### src/rtl/plru_repl_ctrl.sv
// Tree-PLRU replacement controller for the set-associative LLC model.
// Serialises HIT / ALLOC / CLEAR requests, owns per-set PLRU bits and returns
// one way index per accepted request over a valid/ready response channel.
// Optional build macro PLRU_REPL_STATS_EN adds saturating event counters.
module plru_repl_ctrl #(
    parameter int unsigned N_WAY = 8,
    parameter int unsigned N_SET = 64,
    localparam int unsigned SET_W = $clog2(N_SET),
    localparam int unsigned WAY_W = $clog2(N_WAY)
) (
    input  logic             clk,
    input  logic             rst,
    input  logic             req_valid,
    output logic             req_ready,
    input  logic [1:0]       req_op,
    input  logic [SET_W-1:0] req_set,
    input  logic [WAY_W-1:0] req_way,
    input  logic [N_WAY-1:0] req_vmask,
    output logic             resp_valid,
    input  logic             resp_ready,
    output logic [WAY_W-1:0] resp_way,
    output logic             resp_evict,
`ifdef PLRU_REPL_STATS_EN
    output logic [31:0]      stat_hit,
    output logic [31:0]      stat_alloc_fill,
    output logic [31:0]      stat_alloc_evict,
`endif
    output logic             init_done
);

    localparam int unsigned NODES    = N_WAY - 1;
    localparam logic [1:0]  OP_ALLOC = 2'd1;
    localparam logic [1:0]  OP_CLEAR = 2'd2;

    typedef enum logic [1:0] {
        ST_INIT = 2'd0,
        ST_IDLE = 2'd1,
        ST_RESP = 2'd2
    } state_t;

    logic [NODES-1:0] plru [N_SET];

    state_t           state_q, state_n;
    logic [SET_W-1:0] sweep_q, sweep_n;
    logic [WAY_W-1:0] resp_way_n;
    logic             resp_evict_n;
    logic             accept;
    logic             tree_we;
    logic [SET_W-1:0] tree_wa;
    logic [NODES-1:0] tree_rd, tree_wd;
    logic [WAY_W-1:0] victim;
    logic             vic_evict;

    // Mark way w as most recently used: each node on its path points at w.
    function automatic logic [NODES-1:0] touch(input logic [NODES-1:0] t,
                                               input logic [WAY_W-1:0] w);
        logic [NODES-1:0] r;
        int unsigned      node;
        r    = t;
        node = 0;
        for (int i = int'(WAY_W) - 1; i >= 0; i--) begin
            r    = (r & ~(NODES'(1) << node)) | (NODES'(w[i]) << node);
            node = 2 * node + 1 + 32'(w[i]);
        end
        return r;
    endfunction

    // Follow the pointers away from recently used ways to the PLRU way.
    function automatic logic [WAY_W-1:0] plru_way(input logic [NODES-1:0] t);
        logic [WAY_W-1:0] v;
        logic [NODES-1:0] sh;
        logic             dir;
        int unsigned      node;
        v    = '0;
        node = 0;
        for (int i = int'(WAY_W) - 1; i >= 0; i--) begin
            sh   = t >> node;
            dir  = ~sh[0];
            v[i] = dir;
            node = 2 * node + 1 + 32'(dir);
        end
        return v;
    endfunction

    // Victim choice: lowest invalid way first, otherwise the tree's PLRU way.
    always_comb begin
        tree_rd   = plru[req_set];
        vic_evict = &req_vmask;
        victim    = plru_way(tree_rd);
        if (!vic_evict) begin
            victim = '0;
            for (int i = int'(N_WAY) - 1; i >= 0; i--) begin
                if (!req_vmask[i]) victim = WAY_W'(i);
            end
        end
    end

    // Next-state, handshake and PLRU write-port control.
    always_comb begin
        state_n      = state_q;
        sweep_n      = sweep_q;
        req_ready    = 1'b0;
        tree_we      = 1'b0;
        tree_wa      = req_set;
        tree_wd      = touch(tree_rd, req_way);
        resp_way_n   = resp_way;
        resp_evict_n = resp_evict;

        case (state_q)
            ST_INIT: begin
                tree_we = 1'b1;
                tree_wa = sweep_q;
                tree_wd = '0;
                sweep_n = sweep_q + SET_W'(1);
                if (sweep_q == SET_W'(N_SET - 1)) begin
                    state_n = ST_IDLE;
                    sweep_n = '0;
                end
            end
            ST_IDLE: req_ready = 1'b1;
            ST_RESP: begin
                req_ready = resp_ready;
                if (resp_ready && !req_valid) state_n = ST_IDLE;
            end
            default: state_n = ST_INIT;
        endcase

        if (rst) req_ready = 1'b0;
        accept = req_valid && req_ready;

        if (accept) begin
            state_n = ST_RESP;
            tree_we = 1'b1;
            tree_wa = req_set;
            case (req_op)
                OP_ALLOC: begin
                    tree_wd      = touch(tree_rd, victim);
                    resp_way_n   = victim;
                    resp_evict_n = vic_evict;
                end
                OP_CLEAR: begin
                    tree_wd      = '0;
                    resp_way_n   = '0;
                    resp_evict_n = 1'b0;
                end
                default: begin
                    tree_wd      = touch(tree_rd, req_way);
                    resp_way_n   = req_way;
                    resp_evict_n = 1'b0;
                end
            endcase
        end
    end

    // State and registered response outputs.
    always_ff @(posedge clk) begin
        if (rst) begin
            state_q    <= ST_INIT;
            sweep_q    <= '0;
            resp_valid <= 1'b0;
            resp_way   <= '0;
            resp_evict <= 1'b0;
            init_done  <= 1'b0;
        end else begin
            state_q    <= state_n;
            sweep_q    <= sweep_n;
            resp_valid <= (state_n == ST_RESP);
            resp_way   <= resp_way_n;
            resp_evict <= resp_evict_n;
            init_done  <= (state_n != ST_INIT);
        end
    end

    // PLRU storage; contents are defined by the INIT sweep, not by reset.
    always_ff @(posedge clk) begin
        if (tree_we) plru[tree_wa] <= tree_wd;
    end

`ifdef PLRU_REPL_STATS_EN
    // Saturating event counters, cleared by reset and during the INIT sweep.
    always_ff @(posedge clk) begin
        if (rst || state_q == ST_INIT) begin
            stat_hit         <= '0;
            stat_alloc_fill  <= '0;
            stat_alloc_evict <= '0;
        end else if (accept) begin
            if (req_op == OP_ALLOC) begin
                if (vic_evict) begin
                    if (stat_alloc_evict != 32'hFFFF_FFFF) stat_alloc_evict <= stat_alloc_evict + 32'd1;
                end else begin
                    if (stat_alloc_fill != 32'hFFFF_FFFF) stat_alloc_fill <= stat_alloc_fill + 32'd1;
                end
            end else if (req_op != OP_CLEAR) begin
                if (stat_hit != 32'hFFFF_FFFF) stat_hit <= stat_hit + 32'd1;
            end
        end
    end
`endif

endmodule

### config.mk
export PLATFORM = sky130hd
export DESIGN_NAME = plru_repl_ctrl
export DESIGN_NICKNAME = d
export VERILOG_FILES = /design/src/rtl/plru_repl_ctrl.sv
export SDC_FILE = /design/constraint.sdc
export NUM_CORES = 1
export LEC_CHECK = 0
export ABC_AREA = 1
export BUFFER_PORTS_ARGS = -buffer_cell sky130_fd_sc_hd__buf_4
export CAP_MARGIN = 20
export CORE_MARGIN = 2
export CORE_UTILIZATION = 32
export DETAILED_ROUTE_END_ITERATION = 12
export GPL_TIMING_DRIVEN = 0
export PLACE_DENSITY = 0.54
export SLEW_MARGIN = 20
export SYNTH_ARGS = -nofsm -noshare
export SYNTH_HDL_FRONTEND = slang
export SYNTH_SLANG_ARGS = --single-unit
### constraint.sdc
create_clock -name clk -period 12.95 [get_ports clk]
set_input_delay 1.295 -clock clk [delete_from_list [all_inputs] [get_ports clk]]
set_output_delay 1.295 -clock clk [all_outputs]
set_load 0.02 [all_outputs]
==> results <==
- The flow ran to the end, and the final reports show no timing, DRC or antenna violations.
- The number of nets with antenna violations after routing is 0.
- Adding up every negative setup slack in the final design gives 0 ps.
- Setup slack on the worst reg-to-reg path comes out at 8580 ps.
- The tree built by TritonCTS fans out to 462 sinks.
- The share of the clock period used by the worst path after layout is 41.6%.
- Registers are responsible for 49.7% of the overall power.
- The overall overflow remaining after global route is 0.
- Wires add up to 75100 µm.
- The cell depth of the worst min-delay path is 2.
- The number of standard cells after synthesis is 1809.
- Input and output buffers added on the ports amount to 26.
- The clock tree buffer depth is 3.
- The cell area after layout is 0.0227 mm².
- The worst ir drop on vdd is 0.0928 mV.
- The maximum number of pins on one net before global-route repair is 65.
- Setup repair after global routing left no endpoint under its margin.
- The relative contribution of combinational cells to total power is 7.8%.
- Clock-pin slew was measured on the worst setup and hold paths at 60 ps.
- The wire-length estimate of the detail-placed layout is 48800 µm.
- The initial standard-cell utilization of the core is 32.2%.
- Once placement finished, the instance area stood at 0.0212 mm².
- In this run the clock root is driven by a clkbuf_16.
- In this run the vertical extent of the chip is 252 µm.
- The internal power of the cells totals 2.49 mW.
- The maximum level of the CTS H-tree is 2.
- The actual slew at the worst max-slew pin is 1240 ps.
- The number of setup buffers added after CTS is 0.
- Setup violations remaining at the end of the flow were counted as 0.
- The power density of the placed cells is 144 mW/mm².
- The pre-antenna-repair detailed-routing pass consisted of 5 iterations.
- The hold buffer count at CTS is 0.
- The time the final worst path needs with I/O delays and setup is 5390 ps.
- The wire length per cell is 27.6 µm.
- The total track usage is 23.5%.
- Net switching is 23.8% of the power.
- The max-capacitance violation count is 0.
- The final count of hold timing violations was 0.
- TritonCTS built the clock tree.
- The number of global-route vias before repair is 13800.
- For the worst setup path, the data required time is 13260 ps.
- The share of cells above drive strength 1 is 9.52%.
- The area of the core is 0.0614 mm².
- The class of the tightest hold or removal check is reg -> reg.
- The area of the die is 0.0637 mm².
- The register bit count reported by yosys is 462.
- The class of the most critical setup path is in -> reg.
- The count of unique library cells instantiated by Yosys is 32.
- The first-pass GRT wire length is 104000 µm.
- At the end of the flow, the number of nets in the layout was 1938.
- The first routing iteration left 1878 violations.
- Counting cells, the worst reg-to-reg path comes to 11.
- Relative to the synthesized area, the layout overhead comes to 15.2%.
- The floorplan has 91 rows.
- The via-per-instance ratio is 5.44.
- The synthesized area is 0.0197 mm².
- The proportion of synthesized chip area in sequential cells is 69.6%.
- The weighted congestion reported at the end of routability-driven placement is 1.02.
- The max-slew headroom at the worst pin is 17.6%.
- Averaged over all synthesized cells, the footprint is 10.9 µm².
- Between clock sinks in the finished design, the worst skew comes to 19.9 ps.
- The number of top-level pins is 30.
- Data arrives at the worst endpoint at 5700 ps.
- After detailed routing, the number of remaining DRC violations is 0.
- The critical path capture point type is a register.
- The clock network burns 42.4% of the power.
- The final max-slew violation count is 0.
- The leakage dissipation is 8.21 nW.
- Buffers inserted during clock tree synthesis total 47.
- The kind of launch point of the worst setup path is an input pin.
- The analysis attributes to net switching a power of 779 µW.
- The total number of yosys warnings is 0.
- In this run, post-CTS repair resized a total of 0 instances.
- The floorplan die width is 252 µm.
- When the netlist entered floorplanning its net count stood at 1848.
- The latest clock arrival within the worst-skew pair is 600 ps.
- The initial antenna violation count is 1.
- Along the worst path, the maximum fanout reaches 40.
- The detailed router placed 14800 vias in this run.
- The filler cell count is 5908.
- The peak clock frequency supported by timing is 0.186 GHz.
[path summary, 6_finish.rpt]
kind            endpoint  startpoint
min           resp_evict  resp_evict
max          plru[20][0]  req_set[2]
min reg2reg   resp_evict  resp_evict
max reg2reg   plru[7][4]  state_q[0]
[worst max-delay path: stages]
cell      delay (ps)
buf_4            130
inv_1             70
clkbuf_1         910
nand3_1          360
nand2_1          240
nand2_1           70
nand3_1          130
nand3_1           80
nand2_1          300
inv_1             80
o21ai_1          220
a21oi_4          140
inv_1            100
ha_1             210
inv_1            100
o22ai_1          170
inv_1             50
o21bai_1         160
nand2_1           80
nand2_1           60
nand2_1           70
nand2_2          310
buf_12           310
[final cells by class]
class                      instances  area (µm²)  share of cell area, %
sequential                       462       13700                   60.4
multi-input combinational       1185        5420                   23.8
clock buffer                      59        1260                   5.56
tap                              790         988                   4.35
buffer                           100         478                   2.10
timing repair buffer              41         354                   1.56
clock inverter                    24         264                   1.16
inverter                          62         233                   1.02
antenna                            1        2.50                 0.0110
[metrics by stage]
stage               util [%]  setup slack (ps)  power, mW  hold slack (ps)  cells
global route            37.0              7470       3.34              511   2723
CTS                     37.0              7700       3.27              481   2723
floorplan                  -              6810       1.78              463   1809
finish                  37.0              7560       3.27              483   2724
detailed placement      34.5              7080       1.91              467   2640
global placement        34.1              1990       1.90              459   2625
[kinds of logic after synthesis]
family | after synthesis | share of synthesized area, %
adders and majority gates | 16 | 1.01
DFF | 462 | 69.6
AOI/OAI and AO/OA | 119 | 3.46
buffers and inverters | 162 | 3.59
and+or+nand+nor | 1050 | 22.3
[power groups by stage]
stage          Combinational [mW]  Sequential (mW)  Clock [mW]
6_report                    0.256             1.62        1.39
2_1_floorplan               0.127             1.66           0
4_1_cts                     0.249             1.62        1.39
5_1_grt                     0.266             1.62        1.45
3_5_place_dp                0.248             1.66           0
3_3_place_gp                0.246             1.66           0
[routing by layer]
| metal | up-vias | GRT usage (%) | share of wire (%) |
|---|---|---|---|
| met4 | 2 | 11.7 | 5.4 |
| met2 | 859 | 37.3 | 46 |
| met1 | 7281 | 30.4 | 39 |
| met3 | 179 | 5.05 | 9.6 |
| met5 | - | 0 | 0.016 |
| li1 | 6511 | - | - |
[layout by cell type (no fill, tap or decap), types with 3 or more instances in the layout]
cell and instances:
nor2_1 109, clkbuf_16 49, buf_6 6, o211ai_1 3, inv_1 60, buf_2 57, clkbuf_1 44, a21oi_1 20
nand2_1 580, o21ai_0 53, ha_1 16, nand4_1 10, o21ai_1 5, edfxtp_1 448, nor4_2 8, clkinv_1 10
clkinv_2 6, buf_1 7, a22oi_1 3, o22ai_1 24, bufinv_16 6, dfxtp_1 14, buf_4 31, nor3_1 4
nand3_1 331, nand2_4 4
[flip-flops by register name (all words and copies together), names as in the netlist]
name,flops
state_q,2
resp_way,3
sweep_q,6
resp_evict,1
resp_valid,1
init_done,1
plru,448
[synth_stat cells (all sizes together)]
cell,instances,area [µm²]
a21boi,2,15.0
a21oi,22,125
a22oi,3,22.5
a31oi,1,6.26
buf,64,340
clkbuf,36,135
dfxtp,14,280
edfxtp,448,13500
ha,16,200
inv,62,233
nand2,585,2200
nand3,331,1660
nand4,10,62.6
nor2,111,417
nor3,4,20.0
nor3b,1,7.51
nor4,8,50.1
o2111ai,1,8.76
o211ai,3,22.5
o21ai,58,290
o21bai,2,15.0
o22ai,24,150
o2bb2ai,1,8.76
o32ai,1,8.76
o41ai,1,8.76
Power figures use the tool's default switching activity.
